**src/rtl/usb_txn_ctrl.sv**
```systemverilog
// rtl/usb_txn_ctrl.sv - USB full-speed endpoint transaction sequencer
// Purpose: answers OUT/IN host tokens with ACK/NAK/DATAx after a bus turnaround
//          and tracks the shared data-toggle bit.
// Ports:   clk, n_rst (synchronous, active-high reset)
//          rx_packet/rx_data_ready/rx_transfer_active/rx_error  from usb_rx
//          tx_packet (request), tx_transfer_active/tx_error      to/from usb_tx
//          buffer_occupancy/clear                                FIFO status/flush
//          tx_arm                                                software IN-ready level
//          data_toggle, out_done, in_done, in_timeout, busy      status (all registered)
module usb_txn_ctrl #(
    parameter int unsigned TURNAROUND  = 8,
    parameter logic [15:0] ACK_TIMEOUT = 16'd1000,
    parameter logic [6:0]  BUF_LIMIT   = 7'd64
) (
    input  logic       clk,
    input  logic       n_rst,
    input  logic [3:0] rx_packet,
    input  logic       rx_data_ready,
    input  logic       rx_transfer_active,
    input  logic       rx_error,
    input  logic       tx_transfer_active,
    input  logic       tx_error,
    input  logic [6:0] buffer_occupancy,
    input  logic       tx_arm,
    output logic [3:0] tx_packet,
    output logic       clear,
    output logic       data_toggle,
    output logic       out_done,
    output logic       in_done,
    output logic       in_timeout,
    output logic       busy
);

    localparam logic [3:0] PID_OUT   = 4'h1;
    localparam logic [3:0] PID_IN    = 4'h9;
    localparam logic [3:0] PID_DATA0 = 4'h3;
    localparam logic [3:0] PID_DATA1 = 4'hB;
    localparam logic [3:0] PID_ACK   = 4'h2;
    localparam logic [3:0] PID_NAK   = 4'hA;

    localparam logic [3:0] TA_LOAD     = 4'(TURNAROUND - 1);
    localparam logic [7:0] TX_WAIT_MAX = 8'd254;  // 255th low cycle gives up

    typedef enum logic [2:0] {
        S_IDLE, S_WAIT_DATA, S_TA, S_SEND, S_TX_START, S_TX_END, S_WAIT_ACK
    } state_t;

    state_t      state_q, state_d;
    logic [3:0]  pid_q, pid_d;          // pending PID to send after turnaround
    logic        dup_q, dup_d;          // OUT data was a retransmitted duplicate
    logic [3:0]  ta_cnt_q, ta_cnt_d;
    logic [7:0]  wait_cnt_q, wait_cnt_d;
    logic [15:0] timer_q, timer_d;

    logic [3:0]  tx_packet_q, tx_packet_d;
    logic        clear_q, clear_d;
    logic        toggle_q, toggle_d;
    logic        out_done_q, out_done_d;
    logic        in_done_q, in_done_d;
    logic        in_timeout_q, in_timeout_d;
    logic        busy_q, busy_d;

    // Packet boundaries come from rx_data_ready/rx_error; the activity level adds nothing.
    logic unused_rx_active;
    assign unused_rx_active = rx_transfer_active;

    // A corrupt packet overrides its own ready pulse.
    logic rx_valid, rx_is_data, rx_toggle, sent_data, tx_give_up;
    assign rx_valid   = rx_data_ready & ~rx_error;
    assign rx_is_data = (rx_packet == PID_DATA0) || (rx_packet == PID_DATA1);
    assign rx_toggle  = (rx_packet == PID_DATA1);
    assign sent_data  = (pid_q == PID_DATA0) || (pid_q == PID_DATA1);
    assign tx_give_up = ~tx_transfer_active && (wait_cnt_q == TX_WAIT_MAX);

    always_ff @(posedge clk) begin
        if (n_rst) begin
            state_q      <= S_IDLE;
            pid_q        <= 4'h0;
            dup_q        <= 1'b0;
            ta_cnt_q     <= 4'h0;
            wait_cnt_q   <= 8'h0;
            timer_q      <= 16'h0;
            tx_packet_q  <= 4'h0;
            clear_q      <= 1'b0;
            toggle_q     <= 1'b0;
            out_done_q   <= 1'b0;
            in_done_q    <= 1'b0;
            in_timeout_q <= 1'b0;
            busy_q       <= 1'b0;
        end else begin
            state_q      <= state_d;
            pid_q        <= pid_d;
            dup_q        <= dup_d;
            ta_cnt_q     <= ta_cnt_d;
            wait_cnt_q   <= wait_cnt_d;
            timer_q      <= timer_d;
            tx_packet_q  <= tx_packet_d;
            clear_q      <= clear_d;
            toggle_q     <= toggle_d;
            out_done_q   <= out_done_d;
            in_done_q    <= in_done_d;
            in_timeout_q <= in_timeout_d;
            busy_q       <= busy_d;
        end
    end

    always_comb begin
        state_d    = state_q;
        pid_d      = pid_q;
        dup_d      = dup_q;
        ta_cnt_d   = ta_cnt_q;
        wait_cnt_d = wait_cnt_q;
        timer_d    = timer_q;
        unique case (state_q)
            S_IDLE: begin
                if (rx_valid && rx_packet == PID_OUT) begin
                    state_d = S_WAIT_DATA;
                end else if (rx_valid && rx_packet == PID_IN) begin
                    state_d  = S_TA;
                    ta_cnt_d = TA_LOAD;
                    dup_d    = 1'b0;
                    if (tx_arm && buffer_occupancy != 7'd0)
                        pid_d = toggle_q ? PID_DATA1 : PID_DATA0;
                    else
                        pid_d = PID_NAK;
                end
            end
            S_WAIT_DATA: begin
                if (rx_error) begin
                    state_d = S_IDLE;
                end else if (rx_data_ready) begin
                    if (rx_is_data) begin
                        state_d  = S_TA;
                        ta_cnt_d = TA_LOAD;
                        dup_d    = (rx_toggle != toggle_q);
                        // A duplicate is re-ACKed so the host can advance its toggle.
                        if (rx_toggle != toggle_q || buffer_occupancy < BUF_LIMIT)
                            pid_d = PID_ACK;
                        else
                            pid_d = PID_NAK;
                    end else begin
                        state_d = S_IDLE;
                    end
                end
            end
            S_TA: begin
                if (ta_cnt_q == 4'h0) state_d = S_SEND;
                else                  ta_cnt_d = ta_cnt_q - 4'h1;
            end
            S_SEND: begin
                state_d    = S_TX_START;
                wait_cnt_d = 8'h0;
            end
            S_TX_START: begin
                if (tx_error || tx_give_up)  state_d = S_IDLE;
                else if (tx_transfer_active) state_d = S_TX_END;
                else                         wait_cnt_d = wait_cnt_q + 8'h1;
            end
            S_TX_END: begin
                if (tx_error) begin
                    state_d = S_IDLE;
                end else if (!tx_transfer_active) begin
                    if (sent_data) begin
                        state_d = S_WAIT_ACK;
                        timer_d = ACK_TIMEOUT;
                    end else begin
                        state_d = S_IDLE;
                    end
                end
            end
            S_WAIT_ACK: begin
                // Timer reaching 1 marks the ACK_TIMEOUT-th cycle in this state.
                if (rx_error || rx_data_ready || timer_q <= 16'd1) state_d = S_IDLE;
                else                                               timer_d = timer_q - 16'd1;
            end
            default: state_d = S_IDLE;
        endcase
    end

    always_comb begin
        tx_packet_d  = 4'h0;
        clear_d      = 1'b0;
        toggle_d     = toggle_q;
        out_done_d   = 1'b0;
        in_done_d    = 1'b0;
        in_timeout_d = 1'b0;
        busy_d       = (state_d != S_IDLE);
        unique case (state_q)
            S_WAIT_DATA: begin
                if (rx_error)
                    clear_d = 1'b1;
                else if (rx_data_ready && (!rx_is_data || rx_toggle != toggle_q))
                    clear_d = 1'b1;
            end
            S_SEND: tx_packet_d = pid_q;
            S_TX_START: begin
                if (tx_error || tx_give_up) in_timeout_d = sent_data;
            end
            S_TX_END: begin
                if (tx_error) begin
                    in_timeout_d = sent_data;
                end else if (!tx_transfer_active && pid_q == PID_ACK && !dup_q) begin
                    toggle_d   = ~toggle_q;
                    out_done_d = 1'b1;
                end
            end
            S_WAIT_ACK: begin
                if (rx_valid && rx_packet == PID_ACK) begin
                    toggle_d  = ~toggle_q;
                    in_done_d = 1'b1;
                end else if (rx_error || rx_data_ready || timer_q <= 16'd1) begin
                    in_timeout_d = 1'b1;
                end
            end
            default: ;
        endcase
    end

    assign tx_packet   = tx_packet_q;
    assign clear       = clear_q;
    assign data_toggle = toggle_q;
    assign out_done    = out_done_q;
    assign in_done     = in_done_q;
    assign in_timeout  = in_timeout_q;
    assign busy        = busy_q;

endmodule

```
**config.mk**
```make
export PLATFORM = sky130hd
export DESIGN_NAME = usb_txn_ctrl
export DESIGN_NICKNAME = d
export VERILOG_FILES = /design/src/rtl/usb_txn_ctrl.sv
export SDC_FILE = /design/constraint.sdc
export NUM_CORES = 1
export LEC_CHECK = 0
export CORE_MARGIN = 5
export CORE_UTILIZATION = 50
export CTS_BUF_LIST = sky130_fd_sc_hd__clkbuf_8
export DETAILED_ROUTE_END_ITERATION = 8
export HOLD_SLACK_MARGIN = 0.12
export PLACE_DENSITY = 0.76
export SYNTH_ARGS = -nofsm -noshare
export SYNTH_HDL_FRONTEND = slang
export SYNTH_SLANG_ARGS = --single-unit
```
**constraint.sdc**
```tcl
create_clock -name clk -period 6.3 [get_ports clk]
set_input_delay 1.26 -clock clk [delete_from_list [all_inputs] [get_ports clk]]
set_output_delay 1.26 -clock clk [all_outputs]
set_load 0.01 [all_outputs]
```
# After elaboration in Yosys (flattened, before gate mapping)
# Index checks and enable logic that the tools add are counted.
[word_totals] register_bits=46 latchBits=0 ramBits=0 mem_bits_ro=0 input_bits=19 output_inout_bits=10 word_cells=147 mem_count=0
[classes] n_addsub=3 n_mul=0 div_mod_pow=0 order_cmp=2 n_eq_ne=30 shift=0 n_mux=56 bitwise_logic=8 reduce_logical=35
[ops] cell="two-way mux 16 bit" n=4
[ops] cell="two-way mux 4 bit" n=14
[ops] cell="two-way mux 3 bit" n=11
[ops] cell="one-hot mux 16 bit (2 select lines)" n=1
[ops] cell="inequality test 2 bit, second input constant" n=14
[ops] cell="one-hot mux 3 bit (7 select lines)" n=1
[ops] cell="== test 4 x 2 -> 1 bit, second input constant" n=4
[ops] cell="<= comparator 16 x 1 -> 1 bit, second input constant" n=1
[ops] cell="two-way mux 1 bit" n=16
[ops] cell="two-way mux 8 bit" n=2
[ops] cell="one-hot mux 8 bit (2 select lines)" n=1
[ops] cell="subtractor 16 x 1 -> 16 bit, second input constant" n=1
[ops] cell="== test 4 bit, second input constant" n=3
[ops] cell="one-hot mux 4 bit (3 select lines)" n=1
[ops] cell="== test 3 bit, second input constant" n=3
[ops] cell="adder 8 x 1 -> 8 bit, second input constant" n=1
[ops] cell="== test 8 bit, second input constant" n=1
[ops] cell="logical AND 1 bit" n=8
[ops] cell="one-hot mux 4 bit (2 select lines)" n=1
[ops] cell="logical OR 1 bit" n=7
[ops] cell="< comparator 7 bit, second input constant" n=1
[ops] cell="NOT 1 bit" n=7
[ops] cell="AND reduction 7 bit" n=1
[ops] cell="nonzero test 7 bit" n=1
[ops] cell="20 further kinds" n=29

# Depth between registers and ports, before layout
[logic_depth] depth_word=8 ltp_mapped=9

# Least setup slack after synthesis
# Ideal clock, no wire load.
[synth_timing] path_type="input to register" startpoint="input port tx_error" endpoint="register timer_q[12]" setup_ns=0.071 t_arrival_ns=2.621 required_ns=6.229 slack_ns=3.609 path_stages=5 n_path_buf=0 path_cell_list="nand2b_1 -> nor3_2 -> o21ai_1 -> or4_1 -> a21oi_1"
[synth_between] elab_chain_len=2
[synth_rtl] item="start, declared" line_no="22" source="input logic tx_error,"
[synth_rtl] item="inequality test 2 bit (no source line)"
[synth_rtl] item="AND reduction 5 bit (no source line)"
[synth_rtl] item="end signal, assigned" line_no="96" source="timer_q <= timer_d;"
[synth_rtl] item="end, declared" line_no="53" source="logic [15:0] timer_q, timer_d;"
# Every way passes these cells.
# A chain may end at the register's enable or synchronous reset.

# Worst setup path after layout
[layout_timing] startpoint="input port rx_data_ready" endpoint="register timer_q[12]"
[layout_between] elab_chain_len=4
[layout_rtl] item="start, declared" line_no="18" source="input logic rx_data_ready,"
[layout_rtl] item="logical OR 1 bit (2 in a row)" line_no="173" source="if (rx_error || rx_data_ready || timer_q <= 16'd1) state_d = S_IDLE;"
[layout_rtl] item="inequality test 2 bit (no source line)"
[layout_rtl] item="AND reduction 5 bit (no source line)"
# Every way passes these cells.

==> impl_metrics.yaml <==
flow_run:
  cap_violations: 0
synth:
  synth_top_family_by_area: "simple AND/OR/NAND/NOR gates"
  ys_ff_latch: 44
  synth_mux_area_share_pct: 0.435
  synthCells: 278
  synthXorXnorAreaFrac_pct: 6.47
  ys_warn_count: 0
  synth_flop_cell: "dfxtp_1"
  synthDistinctLibCells: 52
  synth_fa_ha_area_share_pct: 2.72
  synth_edf_count: 0
  avgSynthCellArea_um2: 8.28
  syn-num-nets: 302
  synth_simple_gate_area_share_pct: 30.7
  ys_seq_area_share_pct: 38.3
  ys_async_sr_fraction_pct: 0
  syn-cell-area_mm2: 0.00230
  synth_compound_gate_area_share_pct: 18.1
timing:
  worstMarginPinSlew_ns: 0.980
  hold_viol: 0
  post-route-period-util_pct: 56.4
  max_freq_ghz: 0.281
  relSlewSlack_pct: 34.7
  fin_crit_ns: 3.55
  setup_slack_ns: 2.75
  finalClockSkew_ns: 0.00482
  drv_slew: 0
  setup_viol_count_final: 0
  tns_ns: 0
  rsz0062_at_grt: "false"
clocking:
  clock_sinks: 44
  numCtsBuffers: 5
  post_cts_buffers: 0
  cts_tree: "built"
  ctsResizeCount: 0
  cts_buffer_depth: 2
  clock_latency_ns: 0.30
  root_buffer: "clkbuf_8"
  cts_max_level: 2
  ctsHoldBuffers: 0
  clk_pin_slew_ns: 0.08
finish:
  drive_above_1_share_pct: 4.00
  final_cell_mix: "44 x dfxtp_1, 36 x nor2_1, 26 x clkdlybuf4s50_1"
  syn_to_final_growth_pct: 16.6
  fillers: 391
  mostFrequentLayoutCell: "dfxtp_1"
  diodes: 0
  nNetsFinal: 323
die:
  rows: 24
  start_util_pct: 52.2
  die_h_um: 77.9
  die_width_um: 77.9
  num_io_pins: 29
  core_area_mm2: 0.00441
  dieArea_mm2: 0.00606
power:
  switching_share_pct: 21.6
  total_power_mw: 0.524
  power.leakage_nw: 0.920
  ir_worst_vdd_uv: 162
  combPwrFrac_pct: 5.8
  p_per_area_mw_per_mm2: 195
  pwr-share-seq_pct: 53.5
  p_sw_mw: 0.113
  clkPwrFrac_pct: 40.7
  p_int_mw: 0.411
routing:
  drc: 0
  wl_per_cell_um: 14.9
  finalWirelength_um: 5250
  dr.pass1.iters: 5
  antenna_left: 0
  num_vias: 2116
  viasPerCell: 6.01
  drt_iter0_drc: 191
critical_path:
  endpoint_kind: "flip-flop"
  start_kind: "input port"
  cp.arrival_ns: 3.79
  crit_type: "in2reg"
  worstPathMaxFanout: 13
  cp.required_ns: 6.53
global_route:
  grt_pass1_vias: 1891
  antenna_found_initial: 0
  track_usage_pct: 17.5
  grt-ovfl-total: 0
  grt_pass1_wl_um: 8830
  grt_max_degree: 25
place:
  dp_hpwl_um: 3710
  place_congestion: 0.834
  port_buffers: 26
  pre_cts_slack_ns: 2.49
outcome:
  status: "finished clean"
worst_hold_path:
  hold_class: "reg2reg"
sequential cells by signal (all words and copies together) (netlist names), 3 cells and up:
signal,flops
wait_cnt_q,8
timer_q,16
tx_packet,3
pid_q,3
state_q,3
ta_cnt_q,4
cells in the mapped netlist, types with 3 or more instances:
master / instances / area share (%)
a211oi_1: 3 / 0.98
a21oi_1: 20 / 4.3
a311oi_1: 5 / 1.9
and2_1: 7 / 1.9
clkbuf_1: 7 / 1.1
dfxtp_1: 44 / 38
ha_1: 5 / 2.7
inv_1: 6 / 0.98
nand2_1: 16 / 2.6
nand2b_1: 11 / 3.0
nand3_1: 7 / 1.5
nand4_1: 5 / 1.4
nor2_1: 36 / 5.9
nor3_1: 14 / 3.0
nor4_1: 7 / 1.9
o2111ai_1: 5 / 1.9
o21ai_0: 5 / 1.1
o31ai_1: 4 / 1.3
or3_1: 6 / 1.6
or4_1: 5 / 1.6
xor2_1: 16 / 6.1
worst max-delay path, stage by stage:
cell and delay, ns:
clkdlybuf4s50_1 0.45, nor2_1 0.27, nand2_1 0.09, a21oi_1 0.76, o21ai_1 0.28, or4_1 0.53, a21oi_1 0.14
power groups by stage:
stage / registers (mW) / logic [mW] / clock network [mW]
6_report: 0.280 / 0.0304 / 0.213
4_1_cts: 0.280 / 0.0301 / 0.212
3_5_place_dp: 0.287 / 0.0300 / 0
5_1_grt: 0.281 / 0.0331 / 0.226
2_1_floorplan: 0.286 / 0.0145 / 0
3_3_place_gp: 0.287 / 0.0293 / 0
logic make-up after synthesis:
family / after synthesis
XOR/XNOR: 17
multiplexers: 1
AO/OA/AOI/OAI: 62
AND/OR/NAND/NOR: 130
buffers and inverters: 18
adder cells (fa/ha/maj): 5
other: 1
flip-flops: 44
stage by stage:
stage | utilization, % | cells | hold slack (ns) | cell area (um2)
2_1_floorplan | - | 278 | 0.451 | 2300
3_3_place_gp | 58.4 | 344 | 0.468 | 2580
3_5_place_dp | 58.4 | 344 | 0.477 | 2580
4_1_cts | 60.8 | 352 | 0.488 | 2680
5_1_grt | 60.8 | 352 | 0.509 | 2680
6_report | 60.8 | 352 | 0.485 | 2680
per-layer routing:
layer	global-route usage, %	wire length [um]	up-vias
met5	0	0	-
met4	4.98	65	0
met3	4.05	246	10
met2	27.6	2490	56
met1	23.7	2450	984
li1	-	-	1066
final timing paths:
path	from	endpoint	slack, ns	depth (start not counted)
setup reg to reg	state_q[2]	timer_q[12]	3.34	6
hold / removal	timer_q[4]	timer_q[4]	0.49	2
hold reg to reg	timer_q[4]	timer_q[4]	0.49	2
setup / recovery	rx_data_ready	timer_q[12]	2.75	7
layout make-up:
class / count / area (um2) / share of cell area, %
Clock buffer: 5 / 68.8 / 2.56
Timing Repair Buffer: 26 / 260 / 9.70
Tap cell: 52 / 65.1 / 2.42
Inverter: 6 / 22.5 / 0.839
Multi-Input combinational cell: 216 / 1350 / 50.2
Sequential cell: 44 / 881 / 32.8
Clock inverter: 3 / 38.8 / 1.45
Power figures use the tool's default switching activity.
